$ cat src/rtl/pulse_monitor_if.sv
// Pulse monitor bus: the pulse input and enable going in, measurement results coming out.
interface pulse_monitor_if #(
  parameter int WIDTH = 8
);
  logic             signal;
  logic             enable;
  logic [WIDTH-1:0] period;
  logic [WIDTH-1:0] high_time;
  logic             valid;
  logic             timeout;
  logic [WIDTH-1:0] edge_count;

  modport master (
    output signal,
    output enable,
    input  period,
    input  high_time,
    input  valid,
    input  timeout,
    input  edge_count
  );

  modport slave (
    input  signal,
    input  enable,
    output period,
    output high_time,
    output valid,
    output timeout,
    output edge_count
  );
endinterface

$ cat src/rtl/pulse_monitor.sv
// Measures period and high time of an asynchronous pulse train, with timeout and edge counting.
// Duty measurement (hcnt/high_time) is compiled in only when PULSE_MONITOR_DUTY_EN is defined.
module pulse_monitor #(
  parameter int WIDTH   = 8,
  parameter int TIMEOUT = 200
) (
  input logic            clock,
  input logic            reset_n,
  pulse_monitor_if.slave bus
);

  localparam logic [1:0] IDLE    = 2'd0;
  localparam logic [1:0] MEASURE = 2'd1;
  localparam logic [1:0] STALL   = 2'd2;

  localparam logic [WIDTH-1:0] CNT_LAST = WIDTH'(TIMEOUT - 1);
  localparam logic [WIDTH-1:0] CNT_ONE  = WIDTH'(1);

  logic             s1;
  logic             s2;
  logic             s3;
  logic             rise;
  logic [1:0]       state;
  logic [WIDTH-1:0] cnt;
  logic [WIDTH-1:0] period_q;
  logic [WIDTH-1:0] edge_count_q;
  logic             valid_q;
  logic             timeout_q;
  logic             in_measure;
  logic             restart;
  logic             meas_done;
  logic             stall_hit;
  logic             step;
  logic             bad_state;

  function automatic logic [WIDTH-1:0] inc(input logic [WIDTH-1:0] v, input logic b);
    return v + {{(WIDTH-1){1'b0}}, b};
  endfunction

  // Synchronizer stage: s1/s2 resynchronize, s3 is history for edge detection
  always_ff @(posedge clock or negedge reset_n) begin
    if (!reset_n) begin
      s1 <= 1'b0;
      s2 <= 1'b0;
      s3 <= 1'b0;
    end else begin
      s1 <= bus.signal;
      s2 <= s1;
      s3 <= s2;
    end
  end

  assign rise       = s2 & ~s3;
  assign in_measure = (state == MEASURE);
  assign restart    = bus.enable & rise;
  assign meas_done  = restart & in_measure;
  assign stall_hit  = bus.enable & ~rise & in_measure & (cnt == CNT_LAST);
  assign step       = bus.enable & ~rise & in_measure & (cnt != CNT_LAST);
  assign bad_state  = (state != IDLE) && (state != MEASURE) && (state != STALL);

  // Measurement stage: FSM, period counter, timeout and edge counter
  always_ff @(posedge clock or negedge reset_n) begin
    if (!reset_n) begin
      state        <= IDLE;
      cnt          <= '0;
      period_q     <= '0;
      valid_q      <= 1'b0;
      timeout_q    <= 1'b0;
      edge_count_q <= '0;
    end else if (!bus.enable) begin
      state     <= IDLE;
      cnt       <= '0;
      valid_q   <= 1'b0;
      timeout_q <= 1'b0;
    end else begin
      valid_q <= meas_done;
      if (restart) begin
        state        <= MEASURE;
        cnt          <= '0;
        timeout_q    <= 1'b0;
        edge_count_q <= inc(edge_count_q, 1'b1);
      end else if (stall_hit) begin
        state     <= STALL;
        timeout_q <= 1'b1;
      end else if (step) begin
        cnt <= inc(cnt, 1'b1);
      end else if (bad_state) begin
        state <= IDLE;
        cnt   <= '0;
      end
      // cnt is capped at TIMEOUT-1, so cnt+1 always fits in WIDTH bits
      if (meas_done) begin
        period_q <= inc(cnt, 1'b1);
      end
    end
  end

  assign bus.period     = period_q;
  assign bus.valid      = valid_q;
  assign bus.timeout    = timeout_q;
  assign bus.edge_count = edge_count_q;

`ifdef PULSE_MONITOR_DUTY_EN
  logic [WIDTH-1:0] hcnt;
  logic [WIDTH-1:0] high_q;

  // Duty stage: hcnt starts at 1 because s2 is already high in the rise cycle
  always_ff @(posedge clock or negedge reset_n) begin
    if (!reset_n) begin
      hcnt   <= '0;
      high_q <= '0;
    end else if (!bus.enable) begin
      hcnt <= '0;
    end else begin
      if (restart) begin
        hcnt <= CNT_ONE;
      end else if (step) begin
        hcnt <= inc(hcnt, s2);
      end
      if (meas_done) begin
        high_q <= hcnt;
      end
    end
  end

  assign bus.high_time = high_q;
`else
  assign bus.high_time = '0;
`endif

endmodule

$ cat src/flat_wrapper.sv
// flat-port wrapper written by rule: the top's interface ports become plain ports
module pulse_monitor_flat 
#(
  parameter int WIDTH   = 8,
  parameter int TIMEOUT = 200
)
  (clock, reset_n, bus_signal, bus_enable, bus_period, bus_high_time, bus_valid, bus_timeout, bus_edge_count);
  pulse_monitor_if #(.WIDTH(WIDTH)) bus_i ();
  input logic clock;
  input logic reset_n;
  input wire logic [$bits(bus_i.signal)-1:0] bus_signal;
  input wire logic [$bits(bus_i.enable)-1:0] bus_enable;
  output wire logic [$bits(bus_i.period)-1:0] bus_period;
  output wire logic [$bits(bus_i.high_time)-1:0] bus_high_time;
  output wire logic [$bits(bus_i.valid)-1:0] bus_valid;
  output wire logic [$bits(bus_i.timeout)-1:0] bus_timeout;
  output wire logic [$bits(bus_i.edge_count)-1:0] bus_edge_count;
  assign bus_i.signal = bus_signal;
  assign bus_i.enable = bus_enable;
  assign bus_period = bus_i.period;
  assign bus_high_time = bus_i.high_time;
  assign bus_valid = bus_i.valid;
  assign bus_timeout = bus_i.timeout;
  assign bus_edge_count = bus_i.edge_count;
  pulse_monitor #(.WIDTH(WIDTH), .TIMEOUT(TIMEOUT)) u_core (.clock(clock), .reset_n(reset_n), .bus(bus_i));
endmodule
$ cat config.mk
export PLATFORM = sky130hd
export DESIGN_NAME = pulse_monitor_flat
export DESIGN_NICKNAME = d
export VERILOG_FILES = /design/src/rtl/pulse_monitor_if.sv /design/src/rtl/pulse_monitor.sv /design/src/flat_wrapper.sv
export SDC_FILE = /design/constraint.sdc
export NUM_CORES = 1
export LEC_CHECK = 0
export ABC_AREA = 1
export BUFFER_PORTS_ARGS = -buffer_cell sky130_fd_sc_hd__buf_2
export CORE_MARGIN = 10
export CORE_UTILIZATION = 40
export DETAILED_ROUTE_END_ITERATION = 7
export GPL_TIMING_DRIVEN = 0
export PLACE_DENSITY = 0.65
export SKIP_LAST_GASP = 1
export SYNTH_ARGS = -nofsm -noshare
export SYNTH_HDL_FRONTEND = slang
export SYNTH_SLANG_ARGS = --single-unit
$ cat constraint.sdc
create_clock -name clock -period 1.4 [get_ports clock]
set_clock_uncertainty 0.15 [all_clocks]
set_input_delay 0.07 -clock clock [delete_from_list [all_inputs] [get_ports clock]]
set_output_delay 0.07 -clock clock [all_outputs]
set_load 0.03 [all_outputs]
# After elaboration in Yosys (flattened, before gate mapping)

Cells that the tools add are included.

Bits in writable memories: 0
Bits in registers: 31
ROM bits: 0
Memories: 0
Output and inout bits: 26
Logic and storage cells: 51
Input port bits: 4
Bits in latches: 0

Bitwise gates (word level): 9
Reduce and logical (&&, ||, !) cells: 7
$add $sub $neg: 2
Divide/modulo/power cells: 0
Equal/unequal tests: 10
$lt $le $gt $ge: 0
Shifts and indexed selects: 0
Multiplexer cells: 14
$mul: 0

Operators with widths:

| cell                  | number |
|---|---|
| $mux W8               | 5 |
| $add A8 B1 Y8 const B | 2 |
| $mux W2               | 5 |
| $eq A8 B8 Y1 const B  | 1 |
| $ne A4 B1 Y1 const B  | 2 |
| $ne A8 B8 Y1 const B  | 1 |
| $reduce_and A2 Y1     | 4 |
| $and A1 B1 Y1         | 7 |
| $mux W1               | 4 |
| $ne A4 B2 Y1 const B  | 1 |
| $ne A3 B1 Y1 const B  | 1 |
| $ne A3 B2 Y1 const B  | 1 |
| $eq A2 B1 Y1 const B  | 1 |
| $logic_and A1 B1 Y1   | 2 |
| $ne A2 B1 Y1 const B  | 1 |
| $ne A2 B2 Y1 const B  | 1 |
| $not A1 Y1            | 2 |
| $reduce_bool A2 Y1    | 1 |

# Depth between registers and ports, before layout

Gate-level depths: netlist of the first run.

Depth in word-level cells: 10
Mapped depth: 9
Depth with buffers taken out: 9

# Least setup slack after synthesis of the first run

OpenSTA, ideal clock, no wires.

Path type: reg2reg
Start point: register u_core.cnt[0]
End point: register u_core.cnt[6]
Arrival time: 1137 ps
Clock period less this slack: 1404 ps
Data required time: 1133 ps
Setup time: 117 ps
Path buffers: 0
Slack: -4 ps
Cell stages (with the launch flop): 10
Cells stage by stage: dfrtp_1 -> ha_1 -> nand2_2 -> clkinv_2 -> nand2_2 -> nor2_8 -> nand2_2 -> nand2_4 -> nand2_1 -> nand2_1

Cells in the longest elaborated chain, start to end: 6
Elaborated cells on any way between the ends: 12
Classes of those cells: 1 x add/sub; 4 x eq/ne; 4 x mux; 2 x bitwise; 1 x reduce/logical

Ends and longest elaborated chain:

| item                                                                  | RTL line            | text |
|---|---|---|
| from (decl)                                                           | pulse_monitor.sv:24 | `logic [WIDTH-1:0] cnt;` |
| from (signal assigned)                                                | pulse_monitor.sv:86 | `cnt <= inc(cnt, 1'b1);` |
| parallel branches: the longest is 6 deep, another holds $add A8 B1 Y8 | n/a                 |  |

Several ways; the timed one is not identified. The select of a mux whose other input is x is not followed.
A chain may end at the register's enable or synchronous reset.

# Worst setup path after layout of the first run

Start point: register u_core.cnt[0]
End point: register u_core.cnt[3]

Same word-level chain as after synthesis.

==> flow_summary.toml, run 1 <==
[global_route]
grt-ovfl-total = 0
grt_first_pass_wirelength_um = 5200
grt_max_degree = 32
use_met2_pct = 15.0
track_usage_pct = 10.0
met1_usage_pct = 11.8
grtUsageMet3_pct = 4.86
busiest_layer = "met2"
antenna_found_initial = 0
grt_pass1_vias = 1158

[clocking]
cts.sinks = 31
cts_made_buffers = 5
tritoncts = "yes"
clock_path_buffers = 2
insertion_delay_ns = 0.29
root_buffer = "clkbuf_8"
htree_levels = 2
clk_pin_slew_ns = 0.06

[placement]
portBuffers = 21
hpwl_um = 2220
placed_area_mm2 = 0.00175
gp_congestion = 0.758

[pwr]
p_clk_share_pct = 28.6
ir_worst_vdd_mv = 0.640
power_density_mw_per_mm2 = 1160
p_switching_mw = 0.748
seq_power_share_pct = 48.6
swShare_pct = 33.8
intPower_mw = 1.47
p_comb_share_pct = 22.9
cellLeakagePower_nw = 1.13

[routing]
ant_nets = 0
drtPass1Iterations = 4
vias = 1220
drt_iter0_drc = 57
routed_wl_um = 3120
drc = 0
wl_per_cell_um = 11.0
via_per_inst = 4.33

[setup_path]
crit_top_cell = "nand2_1"
crit_path_end_kind = "flip-flop"
crit_type = "reg -> reg"
cp_slowest_cell = "dfrtp_1"
cp.arrival_ns = 1.52
crit_buf_inv = 1
cpLargestDelayFamily = "simple AND/OR/NAND/NOR gates"
slowest_delay_ns = 0.40
critPathMaxFanout = 8
crit_path_start_kind = "flip-flop"
path_cells = "ha_2, nand2_2, clkinv_4, nand2_4, nor2_8, nor2_4, nand2_1, nand2_1"
crit_required_ns = 1.47

[timing]
fin_setup_tns_ns = -0.366
hold_viol_final = 0
relSlewSlack_pct = 54.6
setup_viol = 9
period_share_pct = 103
worst_slack_ns = -0.0485
slew_viol_final = 0
post-route-min-period_ns = 1.45
max_freq_mhz = 690
worst_slew_pin_slew_ns = 0.681
rsz0062_at_grt = "yes"

[floorplanning]
num_rows = 22
fp.dieW_um = 82.3
die-area_mm2 = 0.00678
die_h_um = 82.3
num_io_pins = 30
initial_core_util_pct = 41.8
core_area_mm2 = 0.00372

[final_layout]
drive_gt1_share_pct = 26.5
fillers = 373
diodes = 0
fin_nets = 241
design_area_mm2 = 0.00191
area_delta_synth_final_pct = 22.9

[yosys]
yosysTopAreaCell = "dfrtp_1"
synth_async_sr_flop_share_pct = 100
ys_seq_elements = 31
synth_cell_types = 25
ys_warn_count = 0
synth_edf_count = 0
yosysTopAreaCellShare_pct = 49.9
synthTopCellsByArea = "dfrtp_1, nand2_1, buf_4"
synth_top_flop_cell = "dfrtp_1"
postSynthCellCount = 191
avgSynthCellArea_um2 = 8.14
synth_area_mm2 = 0.00155
synth_seq_area_share_pct = 49.9

[run]
maxCapViolations = 0

[outcome]
status = "complete, but fails checks"
failed_checks = "negative setup slack"

[hold_path]
hold_path_class = "in -> reg"
[worst register-to-register path, cell delays in order (launching register included)]
cell	delay (ns)
dfrtp_1	0.40
ha_2	0.19
nand2_2	0.09
clkinv_4	0.07
nand2_4	0.08
nor2_8	0.04
nor2_4	0.22
nand2_1	0.08
nand2_1	0.07
[Yosys cell counts (3+ instances only)]
master	count
inv_1	13
o21ai_1	3
buf_4	8
dfrtp_1	31
nand4_1	3
nand2_1	87
nand2_2	5
nor2_1	8
inv_2	4
nand3_1	7
xnor2_1	3
[path summary, 6_finish.rpt]
| kind | from | endpoint | slack (ns) | cells past startpoint |
|---|---|---|---|---|
| worst min-delay path | bus_enable | u_core.bus.timeout$_DFFE_PN0P_ | 0.01 | 5 |
| worst max-delay path | u_core.cnt[0]$_DFFE_PN0P_ | u_core.cnt[3]$_DFFE_PN0P_ | -0.05 | 8 |
| max in group asynchronous | reset_n | u_core.bus.period[6]$_DFFE_PN0P_ | 0.45 | 2 |
| worst min register to register | u_core.s1$_DFF_PN0_ | u_core.s2$_DFF_PN0_ | 0.21 | 0 |
| min in group asynchronous | reset_n | u_core.bus.edge_count[0]$_DFFE_PN0P_ | 0.21 | 2 |
| worst max register to register | u_core.cnt[0]$_DFFE_PN0P_ | u_core.cnt[3]$_DFFE_PN0P_ | -0.05 | 8 |
[layout make-up]
cell class / instances / area, um2 / share of cell area (%)
flip-flops and latches: 31 / 776 / 40.6
multi-input cells: 139 / 681 / 35.6
repair buffers: 30 / 178 / 9.31
inverters: 20 / 82.6 / 4.33
clock buffers: 6 / 72.6 / 3.80
plain buffers: 8 / 60.1 / 3.15
well taps: 48 / 60.1 / 3.15
[power by group through the flow]
stage / registers [mW] / logic, mW / clock network (mW)
floorplan: 1.23 / 0.209 / 0
global placement: 1.09 / 0.493 / 0
detailed placement: 1.09 / 0.501 / 0
CTS: 1.08 / 0.512 / 0.654
global route: 1.09 / 0.553 / 0.688
finish: 1.08 / 0.507 / 0.632
[logic make-up (layout without fill, tap and decap cells)]
| kind of cell | count (synthesis) | count (layout) | share of synthesized area [%] |
|---|---|---|---|
| and+or+nand+nor | 120 | 120 | 35.5 |
| DFF | 31 | 31 | 49.9 |
| buffers and inverters | 28 | 64 | 8.78 |
| AOI/OAI and AO/OA | 5 | 5 | 1.69 |
| xor gates and xnor gates | 4 | 4 | 2.25 |
| adders and majority gates | 2 | 2 | 1.61 |
| other | 1 | 8 | 0.241 |
[metrics by stage]
step	utilization, %	power [mW]	hold WS (ns)	cells	worst slack [ns]
floorplan	-	1.44	-0.376	198	0.00976
global placement	47.1	1.58	0.00813	267	-0.146
detailed placement	47.1	1.60	0.00754	267	-0.148
CTS	50.6	2.24	0.0111	279	-0.0115
global route	51.4	2.33	0.0427	282	-0.132
finish	51.4	2.21	0.0132	282	-0.0485
[cell usage in the layout (no fill, tap or decap), types with 4 or more instances in the layout]
master,count
buf_2,21
nor2_1,7
buf_4,15
dfrtp_1,31
nand2_1,86
clkbuf_8,5
inv_2,4
inv_1,13
nand2_2,5
conb_1,8
nand3_1,7
[layer usage]
layer | share of wire [%] | vias to the layer above
li1 | - | 656
met1 | 47 | 535
met2 | 43 | 25
met3 | 8.8 | 4
met4 | 1.7 | 0
met5 | 0 | -
[what timing repair did]
action	4_1_cts	5_1_grt
gates resized for setup	2	4
setup endpoints to repair	8	15
pin swaps	15	5
hold buffers	2	0
buffers inserted	4	3
hold endpoints to repair	32	0
[registers in the layout, summed over array words and instances, names as in the netlist]
name                   cells
u_core.bus.period          8
u_core.s3                  1
u_core.state               2
u_core.s2                  1
u_core.cnt                 8
u_core.s1                  1
u_core.bus.edge_count      8
u_core.bus.valid           1
u_core.bus.timeout         1
No activity file was read; power rests on OpenSTA's default activity.
==> run 2: changes to the inputs <==
- CORE_UTILIZATION: 40 -> 45
- PLACE_DENSITY: 0.65 -> 0.72
==> run 2 against run 1 <==
Compared with the run above: critical endpoint is now u_core.cnt[5]$_DFFE_PN0P_; clock-buffer cell count stayed put; largest power group unchanged; register-to-register slack better by 0.03 ns; final cell count is 0.35% higher; critical path depth stayed put; global-route usage is 0.39 points lower; flip-flop and latch count stayed put; the flow still finishes with violations (negative setup slack); design area is 0.46% lower.
==> flow_summary.toml, run 2 (synthesis gave the netlist of run 1 again) <==
[pwr]
power_density_mw_per_mm2 = 1070
ir_worst_vdd_mv = 0.471
cellLeakagePower_nw = 1.14

[floorplanning]
fp.dieW_um = 78.8
initial_core_util_pct = 46.6
core_area_mm2 = 0.00334
num_io_pins = 30
die-area_mm2 = 0.00620
num_rows = 21
die_h_um = 78.8

[placement]
dp_cells = 265
hpwl_um = 2140
portBuffers = 21
gp_congestion = 0.772

[setup_path]
crit_required_ns = 1.51
cp.arrival_ns = 1.53
crit_path_end_kind = "flip-flop"
crit_path_start_kind = "flip-flop"
cp-startpoint = "u_core.cnt[1]$_DFFE_PN0P_"
critPathMaxFanout = 8
crit_type = "reg -> reg"
worstReg2RegStart = "u_core.cnt[1]$_DFFE_PN0P_"
ff2ff_setup_slack_ns = -0.02

[final_layout]
fin_nets = 244
final_common_cell = "nand2_1"
layout_common_cells = "nand2_1, dfrtp_1, buf_2, buf_4, inv_1"
area_delta_synth_final_pct = 22.3
stdcell_count = 283
fillers = 305
drive_gt1_share_pct = 26.2
diodes = 0

[outcome]
failed_checks = "negative setup slack"
status = "complete, but fails checks"

[timing]
period_share_pct = 101
rsz0062_at_grt = "yes"
setup_viol = 7
max_freq_mhz = 706
worst_slew_pin_slew_ns = 0.668
fin_setup_tns_ns = -0.0710
relSlewSlack_pct = 55.5
hold_viol_final = 0
post-route-min-period_ns = 1.42
worst_slack_ns = -0.0166
slew_viol_final = 0

[global_route]
track_usage_pct = 9.61
grt_max_degree = 32
antenna_found_initial = 0
grt-ovfl-total = 0
grt_first_pass_wirelength_um = 4990
grt_pass1_vias = 1167

[routing]
vias = 1264
ant_nets = 0
routed_wl_um = 2940
via_per_inst = 4.47
drtPass1Iterations = 5
drc = 0
drt_iter0_drc = 45
wl_per_cell_um = 10.4

[clocking]
clk_pin_slew_ns = 0.09
insertion_delay_ns = 0.32
tritoncts = "yes"
clock_path_buffers = 2
cts.sinks = 31
root_buffer = "clkbuf_4"
htree_levels = 2
cts_made_buffers = 5

[hold_path]
hold_path_class = "in -> async"

[run]
maxCapViolations = 0
run 2: power breakdown:
group          switching [mW]  internal [mW]
clock                   0.272          0.178
sequential             0.0871          0.978
combinational           0.350          0.161
run 2: metrics by stage:
stage	setup WS [ns]	power (mW)	utilization, %	hold slack (ns)	cell area, um2
after floorplan	0.00976	1.44	-	-0.376	1590
after global placement	-0.122	1.57	52.4	0.00173	1750
after detailed placement	-0.152	1.58	52.4	-0.00290	1750
after CTS	-0.00906	2.05	55.4	0.183	1850
after global routing	-0.112	2.14	57.0	0.212	1900
final	-0.0166	2.03	57.0	0.155	1900
run 2: what timing repair did:
action	CTS	global route
pin swaps	11	6
setup buffers	3	6
hold endpoints to repair	34	0
endpoints found under the setup margin	10	15
hold buffers	3	0
resized for setup	2	4
run 2: worst max-delay path, cell delays in order (launching register included):
cell,delay (ns)
dfrtp_1,0.39
ha_2,0.21
nand2_4,0.08
clkinv_4,0.07
nand2_4,0.08
nor2_8,0.04
nor2_4,0.20
nand2_1,0.09
nand2_1,0.06
run 2: area by class of cell:
class                   instances  area, um2  share of cell area [%]
plain buffers                   8       60.1                    3.16
multi-input cells             139        681                    35.8
repair buffers                 33        203                    10.7
inverters                      20       82.6                    4.34
well taps                      46       57.6                    3.03
flip-flops and latches         31        776                    40.8
clock buffers                   6       41.3                    2.17
run 2: layer usage:
layer  share of wire, %  GRT usage (%)
met4                1.2           4.84
met1                 45           11.2
met5                  0              0
met3                6.9           3.49
met2                 47           15.3
run 2: worst paths after layout:
kind | cells past startpoint | end
min in group clock | 0 | u_core.s2$_DFF_PN0_
max in group asynchronous | 2 | u_core.bus.period[1]$_DFFE_PN0P_
worst min-delay path | 2 | u_core.bus.edge_count[2]$_DFFE_PN0P_
worst min register to register | 0 | u_core.s2$_DFF_PN0_
worst max-delay path | 8 | u_core.cnt[5]$_DFFE_PN0P_
worst max register to register | 8 | u_core.cnt[5]$_DFFE_PN0P_
==> run 3: changes to the inputs <==
- CORE_ASPECT_RATIO: not set -> 0.6
==> run 3 against run 2 <==
Compared with the run above: the run still ends with negative setup slack left; design area up 2.1%; worst hold slack worse by 0.13 ns; largest cell class unchanged; highest routed layer unchanged; clock-buffer cell count up 1; die area up 1.2%; clock power up 49%.
==> flow_summary.toml, run 3 (synthesis gave the netlist of run 1 again) <==
[final_layout]
diodes = 0
final_common_cell = "nand2_1"
fin_nets = 241
design_area_mm2 = 0.00194
layout_common_cells = "nand2_1, dfrtp_1, buf_2, buf_4, inv_1"
fin_util_pct = 59.1
drive_gt1_share_pct = 28.8
area_delta_synth_final_pct = 24.9
stdcell_count = 281

[global_route]
grt-ovfl-total = 0
antenna_found_initial = 0
grt_first_pass_wirelength_um = 5510
track_usage_pct = 11.4
grt_max_degree = 32
grt_pass1_vias = 1157

[timing]
slew_viol_final = 0
max_freq_mhz = 684
setup_viol = 8
period_share_pct = 104
post-route-min-period_ns = 1.46
relSlewSlack_pct = 55.5
hold_viol_final = 0
worst_slack_ns = -0.0627
hold_ws_ns = 0.0272
rsz0062_at_grt = "yes"
worst_slew_pin_slew_ns = 0.668

[setup_path]
crit_buf_inv = 1
cpLargestDelayFamily = "simple AND/OR/NAND/NOR gates"
crit_type = "reg -> reg"
crit_path_start_kind = "flip-flop"
cp_slowest_cell = "dfrtp_1"
critPathMaxFanout = 8
cp.arrival_ns = 1.54
crit_required_ns = 1.48
crit_path_end_kind = "flip-flop"
slowest_delay_ns = 0.42
path_cells = "ha_4, nand2_4, clkinv_4, nand2_4, nor2_8, nor2_4, nand2_2, nand2_2"

[outcome]
status = "complete, but fails checks"
failed_checks = "negative setup slack"

[floorplanning]
die_h_um = 65.5
initial_core_util_pct = 47.3
core_area_mm2 = 0.00328
num_rows = 16
num_io_pins = 30
fp.dieW_um = 95.9
die-area_mm2 = 0.00628

[clocking]
root_buffer = "clkbuf_8"
cts.sinks = 31
htree_levels = 2
cts_made_buffers = 5
insertion_delay_ns = 0.28
clock_path_buffers = 2
clk_pin_slew_ns = 0.06
tritoncts = "yes"

[routing]
wl_per_cell_um = 12.2
drc = 0
vias = 1267
ant_nets = 0
via_per_inst = 4.51
drtPass1Iterations = 4
drt_iter0_drc = 86
routed_wl_um = 3430

[run]
maxCapViolations = 0

[pwr]
cellLeakagePower_nw = 1.15
power_density_mw_per_mm2 = 1180
ir_worst_vdd_mv = 0.729

[placement]
gp_congestion = 0.868
dp_cells = 264
portBuffers = 21
hpwl_um = 2390
placed_area_mm2 = 0.00175

[hold_path]
hold_path_class = "in -> reg"
## run 3: worst min-delay path, cell delays in order
cell and delay [ns]:
buf_2 0.11, inv_2 0.09, nor2_8 0.06, nand2_1 0.05, nand2_1 0.04
## run 3: routing by layer
layer | wire length [um] | track usage, % | part of all wire [%] | up-vias
met2 | 1330 | 13.0 | 39 | 37
met3 | 275 | 5.44 | 8.0 | 9
met1 | 1750 | 16.8 | 51 | 562
met4 | 72 | 5.68 | 2.1 | 0
met5 | 0 | 0 | 0 | -
li1 | - | - | - | 659
## run 3: where the power goes
group | internal, mW | switching [mW]
Clock | 0.348 | 0.324
Combinational | 0.160 | 0.363
Sequential | 0.983 | 0.104
## run 3: final timing paths
path,start,end,slack (ns),cells after the start
worst min-delay path,bus_enable,u_core.bus.edge_count[1]$_DFFE_PN0P_,0.03,5
min in group asynchronous,reset_n,u_core.bus.edge_count[7]$_DFFE_PN0P_,0.20,2
max in group asynchronous,reset_n,u_core.bus.edge_count[0]$_DFFE_PN0P_,0.43,2
worst max-delay path,u_core.cnt[0]$_DFFE_PN0P_,u_core.cnt[1]$_DFFE_PN0P_,-0.06,8
worst min register to register,u_core.s1$_DFF_PN0_,u_core.s2$_DFF_PN0_,0.20,0
worst max register to register,u_core.cnt[0]$_DFFE_PN0P_,u_core.cnt[1]$_DFFE_PN0P_,-0.06,8
## run 3: cell type report
cell class	count	area, um2
Buffer	8	60.1
Clock buffer	7	76.3
Clock inverter	1	5.00
Fill cell	298	1340
Inverter	20	82.6
Multi-Input combinational cell	139	706
Sequential cell	31	777
Tap cell	45	56.3
Timing Repair Buffer	30	178
## run 3: metrics by stage
stage	setup slack [ns]	setup TNS, ns	total power, mW
final	-0.0627	-0.427	2.28
after global routing	-0.118	-1.06	2.41
after CTS	-0.0250	-0.0782	2.28
after detailed placement	-0.187	-1.33	1.60
after global placement	-0.145	-1.13	1.59
after floorplan	0.00976	0	1.44
## run 3: what timing repair did
item                       CTS  global route
hold buffers                 2             0
hold endpoints to repair    32             0
resized for setup            2            11
cloned                       0             0
setup buffers                5             2
pin swaps                    9            16
setup endpoints to repair    9            16
